==> src/rtl/sigmoid_lane_scheduler.sv <==
// Two-lane round-robin issue scheduler for a pipelined sigmoid engine.
// Tracks lane ownership through a tag pipe and returns results in issue order via a FIFO.
module sigmoid_lane_scheduler #(
  parameter int NREQ       = 4,
  parameter int ENG_LAT    = 3,
  parameter int FIFO_DEPTH = 8
) (
  input  logic                      clk,
  input  logic                      rst_n,
  input  logic [NREQ-1:0]           req_valid,
  input  logic [16*NREQ-1:0]        req_data,
  output logic [NREQ-1:0]           req_ready,
  output logic signed [15:0]        eng_x0,
  output logic signed [15:0]        eng_x1,
  output logic                      eng_valid,
  input  logic signed [15:0]        eng_y0,
  input  logic signed [15:0]        eng_y1,
  input  logic                      eng_valid_out,
  output logic                      rsp_v0,
  output logic                      rsp_v1,
  output logic [$clog2(NREQ)-1:0]   rsp_id0,
  output logic [$clog2(NREQ)-1:0]   rsp_id1,
  output logic signed [15:0]        rsp_y0,
  output logic signed [15:0]        rsp_y1,
  output logic                      rsp_valid,
  input  logic                      rsp_ready,
  output logic                      err
);

  localparam int DATA_W = 16;
  localparam int IDW    = $clog2(NREQ);
  localparam int PW     = (FIFO_DEPTH > 1) ? $clog2(FIFO_DEPTH) : 1;
  localparam int CW     = $clog2(FIFO_DEPTH + 1);
  localparam int NST    = ENG_LAT + 1;

  function automatic logic [IDW-1:0] wrap_idx(input logic [IDW-1:0] base, input int k);
    int s;
    s = int'(base) + k;
    if (s >= NREQ) s = s - NREQ;
    return IDW'(s);
  endfunction

  function automatic logic [PW-1:0] ptr_inc(input logic [PW-1:0] p);
    return (p == PW'(FIFO_DEPTH - 1)) ? '0 : p + PW'(1);
  endfunction

  logic [IDW-1:0]           rr_ptr;
  logic                     g0, g1;
  logic [IDW-1:0]           sel0, sel1;
  logic signed [DATA_W-1:0] samp0, samp1;
  logic [31:0]              inflight;
  logic                     issue_ok;

  logic [NST-1:0]           tag_v0, tag_v1;
  logic [IDW-1:0]           tag_id0 [NST];
  logic [IDW-1:0]           tag_id1 [NST];
  logic                     last_vld;

  logic                     fifo_v0  [FIFO_DEPTH];
  logic                     fifo_v1  [FIFO_DEPTH];
  logic [IDW-1:0]           fifo_id0 [FIFO_DEPTH];
  logic [IDW-1:0]           fifo_id1 [FIFO_DEPTH];
  logic signed [DATA_W-1:0] fifo_y0  [FIFO_DEPTH];
  logic signed [DATA_W-1:0] fifo_y1  [FIFO_DEPTH];
  logic [PW-1:0]            wr_ptr, rd_ptr;
  logic [CW-1:0]            fifo_count;
  logic                     full, push, pop;

  // Occupancy: everything issued and not yet popped, so the FIFO can never overflow
  always_comb begin
    inflight = '0;
    for (int s = 0; s < NST; s++) inflight = inflight + 32'(tag_v0[s]);
  end

  assign issue_ok = (32'(fifo_count) + inflight) < 32'(FIFO_DEPTH);

  // Arbitration: lane0 from rr_ptr, lane1 the next distinct requester after lane0
  always_comb begin
    g0   = 1'b0;
    g1   = 1'b0;
    sel0 = '0;
    sel1 = '0;
    for (int k = 0; k < NREQ; k++) begin
      if (!g0 && req_valid[wrap_idx(rr_ptr, k)]) begin
        g0   = 1'b1;
        sel0 = wrap_idx(rr_ptr, k);
      end
    end
    for (int k = 1; k < NREQ; k++) begin
      if (g0 && !g1 && req_valid[wrap_idx(sel0, k)]) begin
        g1   = 1'b1;
        sel1 = wrap_idx(sel0, k);
      end
    end
    if (!issue_ok) begin
      g0 = 1'b0;
      g1 = 1'b0;
    end
  end

  always_comb begin
    req_ready = '0;
    if (g0) req_ready[sel0] = 1'b1;
    if (g1) req_ready[sel1] = 1'b1;
    if (!rst_n) req_ready = '0;
  end

  assign samp0 = req_data[DATA_W*sel0 +: DATA_W];
  assign samp1 = req_data[DATA_W*sel1 +: DATA_W];

  // Stage boundary: engine input registers
  always_ff @(posedge clk or negedge rst_n) begin
    if (!rst_n) begin
      eng_valid <= 1'b0;
      eng_x0    <= '0;
      eng_x1    <= '0;
      rr_ptr    <= '0;
    end else begin
      eng_valid <= g0;
      if (g0) begin
        eng_x0 <= samp0;
        eng_x1 <= g1 ? samp1 : '0;
        rr_ptr <= wrap_idx(g1 ? sel1 : sel0, 1);
      end
    end
  end

  // Stage boundary: tag pipe aligned with the engine's latency
  always_ff @(posedge clk or negedge rst_n) begin
    if (!rst_n) begin
      tag_v0 <= '0;
      tag_v1 <= '0;
      for (int s = 0; s < NST; s++) begin
        tag_id0[s] <= '0;
        tag_id1[s] <= '0;
      end
    end else begin
      tag_v0     <= {tag_v0[NST-2:0], g0};
      tag_v1     <= {tag_v1[NST-2:0], g1};
      tag_id0[0] <= sel0;
      tag_id1[0] <= sel1;
      for (int s = 1; s < NST; s++) begin
        tag_id0[s] <= tag_id0[s-1];
        tag_id1[s] <= tag_id1[s-1];
      end
    end
  end

  assign last_vld = tag_v0[NST-1];
  assign full     = (fifo_count == CW'(FIFO_DEPTH));
  assign pop      = rsp_valid && rsp_ready;
  assign push     = last_vld && (!full || pop);

  // Stage boundary: result FIFO
  always_ff @(posedge clk or negedge rst_n) begin
    if (!rst_n) begin
      wr_ptr     <= '0;
      rd_ptr     <= '0;
      fifo_count <= '0;
      err        <= 1'b0;
    end else begin
      if (push) wr_ptr <= ptr_inc(wr_ptr);
      if (pop)  rd_ptr <= ptr_inc(rd_ptr);
      if (push && !pop)      fifo_count <= fifo_count + CW'(1);
      else if (!push && pop) fifo_count <= fifo_count - CW'(1);
      if ((eng_valid_out != last_vld) || (last_vld && full && !pop)) err <= 1'b1;
    end
  end

  always_ff @(posedge clk) begin
    if (push) begin
      fifo_v0[wr_ptr]  <= tag_v0[NST-1];
      fifo_id0[wr_ptr] <= tag_id0[NST-1];
      fifo_y0[wr_ptr]  <= eng_y0;
      fifo_v1[wr_ptr]  <= tag_v1[NST-1];
      fifo_id1[wr_ptr] <= tag_id1[NST-1];
      fifo_y1[wr_ptr]  <= eng_y1;
    end
  end

  assign rsp_valid = (fifo_count != '0);
  assign rsp_v0    = rsp_valid && fifo_v0[rd_ptr];
  assign rsp_v1    = rsp_valid && fifo_v1[rd_ptr];
  assign rsp_id0   = fifo_id0[rd_ptr];
  assign rsp_id1   = fifo_id1[rd_ptr];
  assign rsp_y0    = fifo_y0[rd_ptr];
  assign rsp_y1    = fifo_y1[rd_ptr];

endmodule

==> config.mk <==
export PLATFORM = sky130hd
export DESIGN_NAME = sigmoid_lane_scheduler
export DESIGN_NICKNAME = d
export VERILOG_FILES = /design/src/rtl/sigmoid_lane_scheduler.sv
export SDC_FILE = /design/constraint.sdc
export NUM_CORES = 1
export LEC_CHECK = 0
export CELL_PAD_IN_SITES_DETAIL_PLACEMENT = 1
export CELL_PAD_IN_SITES_GLOBAL_PLACEMENT = 1
export CORE_UTILIZATION = 51
export DETAILED_ROUTE_END_ITERATION = 16
export PLACE_DENSITY = 0.85
export SYNTH_ARGS = -nofsm -noshare
export SYNTH_HDL_FRONTEND = slang
export SYNTH_SLANG_ARGS = --single-unit
==> constraint.sdc <==
create_clock -name clk -period 13.34 [get_ports clk]
set_input_delay 2.668 -clock clk [delete_from_list [all_inputs] [get_ports clk]]
set_output_delay 2.668 -clock clk [all_outputs]
set_load 0.01 [all_outputs]
# Word level (Yosys, flattened, before mapping)
# Memories as Yosys holds them, arrays and structs flattened.
# Cells that the tools add are included.
# totals
n_memories	6
out_inout_bits	77
elab_cells	157
ram_bits	304
reg_bits	70
inputBits	104
# op_classes
mux	53
n_eq_ne	4
n_bitwise	1
n_addsub	23
reduce_logical	30
n_lt_le_gt_ge	20
shifts	2
# memory_table
name	words	width	rd	rd_clocked_by_memory_dff	write_ports	line	source
fifo_y0	8	16	1	0	1	63	logic signed [DATA_W-1:0] fifo_y0 [FIFO_DEPTH];
fifo_y1	8	16	1	0	1	64	logic signed [DATA_W-1:0] fifo_y1 [FIFO_DEPTH];
fifo_id0	8	2	1	0	1	61	logic [IDW-1:0] fifo_id0 [FIFO_DEPTH];
fifo_id1	8	2	1	0	1	62	logic [IDW-1:0] fifo_id1 [FIFO_DEPTH];
fifo_v0	8	1	1	0	1	59	logic fifo_v0 [FIFO_DEPTH];
fifo_v1	8	1	1	0	1	60	logic fifo_v1 [FIFO_DEPTH];
# ops
op	n
64-bit by 7-bit indexed part select with 16-bit output	2
2-bit two-way mux	16
2-bit by 3-bit less-than comparator with 1-bit output, second input constant	9
3-bit greater-or-equal comparator, second input constant	7
1-bit two-way mux	20
4-bit two-way mux	5
1-bit logical AND	18
16-bit two-way mux	1
2-bit by 1-bit subtractor with 2-bit output, second input constant	8
1-bit binary-select mux with 2-bit select	7
2-bit by 2-bit adder with 3-bit output, second input constant	4
2-bit by 1-bit adder with 3-bit output, second input constant	3
1-bit zero test	8
3-bit by 1-bit adder with 3-bit output, second input constant	2
3-bit == test, second input constant	2
3-bit two-way mux	2
4-bit by 4-bit adder with 5-bit output	1
5-bit by 4-bit less-than comparator with 1-bit output, second input constant	1
3-bit by 1-bit adder with 4-bit output	1
4-bit by 1-bit adder with 4-bit output, second input constant	1
1-bit demux with 2-bit select	2
4-bit == test, second input constant	1
2-bit by 1-bit greater-or-equal comparator with 1-bit output, second input constant	2
4-bit bitwise OR	1
8 further kinds	9

# Logic depth before layout (Yosys ltp)
# Gate-level depths: netlist of the first run.
# depth
word_depth	36
ltp_mapped	16

# Worst setup path after synthesis of the first run
# No wires, ideal clock.
# synth_path
path_type	input to output
start	input port req_valid[0]
end	output port req_ready[0]
setup_slack_ns	4.881
arrival_time_ns	5.791
required_time_ns	10.672
path_stages	16
path_cell_list	clkbuf_1 > nor2b_1 > or4_1 > buf_2 > nand2_4 > clkbuf_1 > inv_1 > ha_1 > a21boi_0 > a31oi_4 > a211o_1 > buf_6 > nor2b_2 > buf_6 > buf_6 > o21a_1
# synth_between
elab_chain_cells	34
# synth_lines
element	line	source
start: declaration	10	input logic [NREQ-1:0] req_valid,
1-bit binary-select mux with 2-bit select	84	if (!g0 && req_valid[wrap_idx(rr_ptr, k)]) begin
1-bit two-way mux (implied by the code)	84	
1-bit two-way mux	84	
1-bit zero test	84	
1-bit logical AND	84	
1-bit two-way mux	84	
1-bit zero test	84	
1-bit logical AND	84	
[4 not listed]	-	
via sel0[0]	49	logic [IDW-1:0] sel0, sel1;
[14 not listed]	-	
2-bit two-way mux	90	if (g0 && !g1 && req_valid[wrap_idx(sel0, k)]) begin
2-bit by 3-bit less-than comparator with 1-bit output (implied by the code) / 2-bit by 1-bit greater-or-equal comparator with 1-bit output (equally long branches)	104	if (g1) req_ready[sel1] = 1'b1;
1-bit logical AND (implied by the code)	104	
1-bit two-way mux (implied by the code)	104	
1-bit demux with 2-bit select	104	
4-bit bitwise OR (no line)	-	
4-bit two-way mux (*)	104	
4-bit two-way mux (*)	105	if (!rst_n) req_ready = '0;
end: declaration	12	output logic [NREQ-1:0] req_ready,
# Mark *: on every way through the listed nets, which the timed path passes. The rest lies on a longest branch. The select of a mux whose other input is x is not followed.

# Worst setup path in the final report of the first run
# layout_path
start	input port req_valid[1]
end	output port req_ready[0]
# layout_between
elab_chain_cells	34
# layout_lines
element	line
1-bit binary-select mux with 2-bit select	84
1-bit two-way mux (implied by the code)	84
1-bit two-way mux	84
1-bit zero test	84
1-bit logical AND	84
1-bit two-way mux	84
1-bit zero test	84
1-bit logical AND	84
[18 not listed]	-
2-bit two-way mux	90
2-bit by 3-bit less-than comparator with 1-bit output (implied by the code) / 2-bit by 1-bit greater-or-equal comparator with 1-bit output (equally long branches)	104
1-bit logical AND (implied by the code)	104
1-bit two-way mux (implied by the code)	104
1-bit demux with 2-bit select	104
4-bit bitwise OR (no line)	-
4-bit two-way mux (*)	104
4-bit two-way mux (*)	105
# Every way passes the cells marked *; elsewhere a longest branch is shown, timed or not. The select of a mux whose other input is x is not followed.

==> results of run 1 <==
## cell type report
class | count | share of cell area [%]
well taps | 396 | 2.57
multi-input cells | 481 | 23.4
inverters | 59 | 1.15
clock buffers | 52 | 5.52
diodes | 1 | 0.0130
clock inverters | 18 | 1.14
repair buffers | 193 | 9.84
flip-flops and latches | 373 | 56.3
## synth_stat cells, types with 2 or more instances
cell type  number  area share, %
nand2b_1        5           0.20
clkbuf_1       36           0.85
buf_2          10           0.32
mux2_2         41            2.9
nand4bb_1       2           0.14
dfrtp_1        69             11
buf_1          11           0.26
mux2i_1         2           0.13
o31ai_1        19           0.90
fa_1            2           0.25
edfxtp_1      304             58
o21ai_0        69            2.2
nand3b_1        2          0.095
a21o_1          7           0.33
nand4b_1        3           0.17
o21a_1          2          0.095
nor4_1          3           0.12
a211o_1        18            1.0
xnor2_1         4           0.22
a41o_1          2           0.13
nand3_1        19           0.60
a221oi_1       16           0.89
nor3_1          6           0.19
a32oi_1         2           0.11
a21oi_1         4           0.13
and2_1          5           0.20
ha_1           13            1.0
nand2_1        85            2.0
nor2b_1         6           0.24
o211ai_1       32            1.5
nor2_1         16           0.38
mux4_2         76             11
inv_1          58            1.4
buf_6           4           0.28
o311a_1         2           0.13
or2_2           2          0.079
## per-stage QoR
stage	cells	util (%)	cell area (um^2)
2_1_floorplan	974	-	15800
6_report	1573	63.2	19300
3_5_place_dp	1502	59.0	18000
3_3_place_gp	1502	59.0	18000
4_1_cts	1572	63.2	19300
5_1_grt	1572	63.2	19300
## routing by layer
metal,wire (um),GRT usage [%]
met1,16100,34.2
met2,21200,48.2
met3,2970,4.77
met4,813,6.37
met5,13,0
## flip-flops by register name, indices dropped and copies added (netlist names)
register    cells
eng_x0         16
eng_x1         16
err             1
fifo_count      4
fifo_id0       16
fifo_id1       16
fifo_v0         8
fifo_v1         8
fifo_y0       128
fifo_y1       128
rd_ptr          3
rr_ptr          2
tag_id0         8
tag_id1         8
tag_v0          4
tag_v1          4
wr_ptr          3
## logic make-up (layout without fill, tap and decap cells)
group | count (synthesis) | in the layout | synth area share (%)
AO/OA/AOI/OAI | 181 | 181 | 7.93
XOR/XNOR | 5 | 5 | 0.277
adder cells (fa/ha/maj) | 15 | 15 | 1.28
buffers and inverters | 120 | 322 | 3.12
flip-flops | 373 | 373 | 68.7
multiplexers | 119 | 119 | 13.9
other | 0 | 1 | 0
AND/OR/NAND/NOR | 161 | 161 | 4.87
## report_power, final
group	leakage, nW	switching, mW	internal (mW)	total (mW)
registers	3.60	0.228	1.54	1.77
logic	2.64	0.934	0.868	1.80
clock network	0.628	0.451	0.642	1.09
## critical path, cell delays in order
cell,delay [ps]
clkdlybuf4s50_1,770
nor2_1,100
or4_1,910
nand2_4,500
inv_1,90
ha_1,450
a21boi_0,420
a31oi_4,200
a211o_1,650
nor2b_2,800
o21a_1,190
clkdlybuf4s50_1,530
## how the worst min path moves through the flow
| stage | start | end | slack, ps | depth (start not counted) |
|---|---|---|---|---|
| 2_1_floorplan | tag_id0[2] | tag_id0[0] | 330 | 0 |
| 3_3_place_gp | tag_id1[2] | tag_id1[0] | 330 | 0 |
| 3_5_place_dp | tag_v1[0] | tag_v1[1] | 340 | 0 |
| 4_1_cts | tag_v1[0] | tag_v1[1] | 350 | 0 |
| 5_1_grt | tag_v1[1] | tag_v1[2] | 370 | 0 |
| 6_report | tag_id0[6] | tag_id0[4] | 350 | 0 |
==> results.sh, run 1 <==
export IMPL_numCtsBuffers=38
export IMPL_layout_nets=1265
export IMPL_endpoint="req_ready[0]"
export IMPL_die_area_um2=31700
export IMPL_syn_area_um2=15800
export IMPL_syn_to_final_growth_pct=22.0
export IMPL_rr_worst_depth=10
export IMPL_crit_type="in2out"
export IMPL_path_clk_slew_ps=60
export IMPL_synth_nets=1093
export IMPL_max_cap_violations=0
export IMPL_slew_headroom_pct=22.8
export IMPL_grt_overflow=0
export IMPL_setup_ws_ps=2370
export IMPL_cp_start_kind="input pin"
export IMPL_setup_violations=0
export IMPL_crit_path_start="req_valid[1]"
export IMPL_cp_max_fo=38
export IMPL_hold_viol_final=0
export IMPL_max_freq_ghz=0.0912
export IMPL_worstPathArrival_ps=8300
export IMPL_end_kind="primary output"
export IMPL_cts_hold_buf=0
export IMPL_first_pass_iters=5
export IMPL_hpwlAfterDp_um=23200
export IMPL_layout_common_cells="304 x edfxtp_1, 179 x clkdlybuf4s50_1, 85 x nand2_1, 76 x mux4_2, 69 x o21ai_0"
export IMPL_syn_inst=974
export IMPL_reg2reg_slack_ps=8220
export IMPL_status="finished clean"
export IMPL_fin_hold_ws_ps=351
export IMPL_start_util_pct=51.8
export IMPL_first_iter_violations=697
export IMPL_grt_pass1_wl_um=62900
export IMPL_hold_path_class="reg2reg"
export IMPL_rsz0062_at_grt="false"
export IMPL_finClkSkew_ps=18.6
export IMPL_worst_pin_slew_ps=1160
export IMPL_p_leak_nw=6.87
export IMPL_pre_cts_slack_ps=2410
export IMPL_ant_nets=0
export IMPL_vias=9556
export IMPL_register_area_um2=10900
export IMPL_peakVddDrop_uv=105
export IMPL_fin_crit_ps=10970
export IMPL_portBuffers=180
export IMPL_r2r_start="rr_ptr[0]"
export IMPL_antenna_found_initial=2
export IMPL_fin_crit_sh_pct=82.2
export IMPL_wl_per_cell_um=26.2
export IMPL_drive_above_1_share_pct=17.5
export IMPL_synthArstFlopShare_pct=18.5
export IMPL_power_per_cell_area_nw_per_um2=242
export IMPL_avgSynthCellArea_um2=16.2
export IMPL_rows=64
export IMPL_synth_cell_type_count=53
export IMPL_synth_seq_cells=373
export IMPL_htree_levels=2
export IMPL_clk_latency_ps=530
export IMPL_total_power_mw=4.67
export IMPL_fillCellCount=2694
export IMPL_cts_resized=0
export IMPL_fp_dieW_um=178
export IMPL_clockBufferDepth=3
export IMPL_track_usage_pct=27.0
export IMPL_mostFrequentLayoutCell="edfxtp_1"
export IMPL_viasPerCell=6.08
export IMPL_first_global_vias=10400
export IMPL_drc=0
export IMPL_maxSlewViolCount=0
export IMPL_cts_sinks=373
export IMPL_yosysWarnings=0
export IMPL_cts_tree="yes"
export IMPL_rr_endpoint="rr_ptr[1]"
export IMPL_place_gp_congestion=0.886
export IMPL_post_cts_buffers=0
export IMPL_multi_input_area_um2=4520
export IMPL_die_y_um=178
export IMPL_cts_root_buf="clkbuf_16"
export IMPL_core_um2=30500
export IMPL_io_pins=181
export IMPL_wirelength_um=41200
export IMPL_synth_flop_cell="edfxtp_1"
export IMPL_final_setup_tns_ps=0
export IMPL_synth_edf_count=304
export IMPL_ys_seq_area_share_pct=68.7
export IMPL_grt_max_degree=79
export IMPL_cp_required_ps=10670
(Power assumes the default switching activity.)
==> run 2: changes to the inputs <==
--- a/config.mk
+++ b/config.mk
@@ -7,9 +7,9 @@
 export LEC_CHECK = 0
 export CELL_PAD_IN_SITES_DETAIL_PLACEMENT = 1
 export CELL_PAD_IN_SITES_GLOBAL_PLACEMENT = 1
-export CORE_UTILIZATION = 51
+export CORE_UTILIZATION = 43
 export DETAILED_ROUTE_END_ITERATION = 16
-export PLACE_DENSITY = 0.85
+export PLACE_DENSITY = 0.76
 export SYNTH_ARGS = -nofsm -noshare
 export SYNTH_HDL_FRONTEND = slang
 export SYNTH_SLANG_ARGS = --single-unit
==> constraint.sdc (replaced) <==
create_clock -name clk -period 9 [get_ports clk]
set_input_delay 1.8 -clock clk [delete_from_list [all_inputs] [get_ports clk]]
set_output_delay 1.8 -clock clk [all_outputs]
set_load 0.01 [all_outputs]
==> run 2 against run 1 <==
Net effect:
- critical path depth did not move
- routed wire length fell by 9.1%
- power rose by 46%
- core utilization fell by 9.2 points
- clock power rose by 47%
- largest cell class unchanged
- largest power group unchanged
==> results.sh, run 2 (same netlist as run 1, synthesis figures left out) <==
export IMPL_status="finished clean"
export IMPL_layout_common_cells="304 x edfxtp_1, 179 x clkdlybuf4s50_1, 85 x nand2_1, 76 x mux4_2, 69 x o21ai_0"
export IMPL_first_iter_violations=453
export IMPL_slowest_stage="nor2b_2"
export IMPL_fin_crit_sh_pct=94.8
export IMPL_grt_pass1_wl_um=58800
export IMPL_cp_start_kind="input pin"
export IMPL_peakVddDrop_uv=170
export IMPL_cts_hold_buf=0
export IMPL_worst_path_buf_inv=3
export IMPL_ant_nets=0
export IMPL_num_antenna_cells=0
export IMPL_die_area_um2=37500
export IMPL_track_usage_pct=20.3
export IMPL_worst_pin_slew_ps=1100
export IMPL_viasPerCell=5.66
export IMPL_crit_family="simple AND/OR/NAND/NOR gates"
export IMPL_wl_per_cell_um=22.8
export IMPL_vias=9296
export IMPL_first_pass_iters=5
export IMPL_final_setup_tns_ps=0
export IMPL_portBuffers=180
export IMPL_post_dp_cell_area_um2=18100
export IMPL_end_kind="primary output"
export IMPL_layout_nets=1271
export IMPL_core_um2=35900
export IMPL_wirelength_um=37400
export IMPL_syn_to_final_growth_pct=22.7
export IMPL_grt_max_degree=79
export IMPL_cp_max_fo=22
export IMPL_rows=69
export IMPL_fin_crit_ps=8530
export IMPL_total_power_mw=6.83
export IMPL_crit_chain="clkdlybuf4s50_1, nor2_1, or4_1, nand2_4, inv_1, ha_1, nand3b_1, a32oi_1, mux2_2, nor2b_2, o21a_1, clkdlybuf4s50_1"
export IMPL_fin_hold_ws_ps=341
export IMPL_p_leak_nw=6.90
export IMPL_drc=0
export IMPL_drive_above_1_share_pct=18.0
export IMPL_max_cap_violations=0
export IMPL_rsz0062_at_grt="false"
export IMPL_cts_tree="yes"
export IMPL_power_per_cell_area_nw_per_um2=352
export IMPL_hpwlAfterDp_um=22700
export IMPL_path_clk_slew_ps=60
export IMPL_cp_required_ps=7200
export IMPL_cts_root_buf="clkbuf_16"
export IMPL_post_cts_buffers=0
export IMPL_path_common_cell="clkdlybuf4s50_1"
export IMPL_max_freq_ghz=0.117
export IMPL_first_global_vias=10100
export IMPL_clockBufferDepth=3
export IMPL_hold_path_class="reg2reg"
export IMPL_htree_levels=2
export IMPL_place_gp_congestion=0.852
export IMPL_top_regs="fifo_y0 x128, fifo_y1 x128"
export IMPL_hold_viol_final=0
export IMPL_numCtsBuffers=39
export IMPL_maxSlewViolCount=0
export IMPL_grt_overflow=0
export IMPL_worstPathArrival_ps=6730
export IMPL_io_pins=181
export IMPL_final_area_um2=19400
export IMPL_fp_dieW_um=194
export IMPL_slowest_delay_ps=880
export IMPL_final_core_util_pct=54.0
export IMPL_crit_type="in2out"
export IMPL_die_y_um=194
export IMPL_slew_headroom_pct=26.5
export IMPL_start_util_pct=44.0
export IMPL_setup_violations=0
export IMPL_mostFrequentLayoutCell="edfxtp_1"
export IMPL_cts_resized=0
export IMPL_finClkSkew_ps=11.7
export IMPL_cts_sinks=373
export IMPL_antenna_found_initial=0
export IMPL_clk_latency_ps=530
==> run 2: changes by cell type in the layout (fill, tap and decap cells not counted), sizes merged <==
cell / previous run / this run
clkbuf: 52 / 48
inv: 59 / 60
diode: 1 / 0
buf: 14 / 19
clkinv: 14 / 17
==> run 2: cell type report <==
| cell class | count | area, um^2 |
|---|---|---|
| inverter | 59 | 221 |
| clock buffer | 48 | 1050 |
| multi-input combinational | 481 | 4520 |
| clock inverter | 22 | 234 |
| tap | 461 | 577 |
| sequential | 373 | 10900 |
| fill | 3389 | 16500 |
| timing repair buffer | 198 | 1930 |
==> run 2: worst paths after layout <==
check	from	to	slack (ps)	cells past startpoint
max	req_valid[3]	req_ready[0]	470	12
min	tag_id0[6]	tag_id0[4]	340	0
max reg2reg	rr_ptr[0]	rr_ptr[1]	4580	10
min reg2reg	tag_id0[6]	tag_id0[4]	340	0
max in group asynchronous	rst_n	rd_ptr[1]	6730	2
min in group asynchronous	rst_n	tag_v0[0]	1080	1
==> run 2: layer usage <==
| metal | up-vias | wire length, um | global-route usage [%] |
|---|---|---|---|
| met5 | - | 0 | 0 |
| met4 | 0 | 573 | 4.21 |
| met3 | 48 | 1950 | 3.57 |
| met2 | 262 | 18700 | 34.8 |
| met1 | 4820 | 16200 | 27.2 |
| li1 | 4166 | - | - |
==> run 2: through the flow <==
| step | worst slack, ps | std cells |
|---|---|---|
| 4_1_cts | 511 | 1642 |
| 2_1_floorplan | 2280 | 974 |
| 3_3_place_gp | 623 | 1572 |
| 5_1_grt | 216 | 1642 |
| 6_report | 471 | 1642 |
| 3_5_place_dp | 523 | 1572 |
==> run 2: report_power, final <==
group / switching (mW) / internal, mW
sequential: 0.238 / 2.29
clock: 0.651 / 0.948
combinational: 1.41 / 1.29
total: 2.30 / 4.53
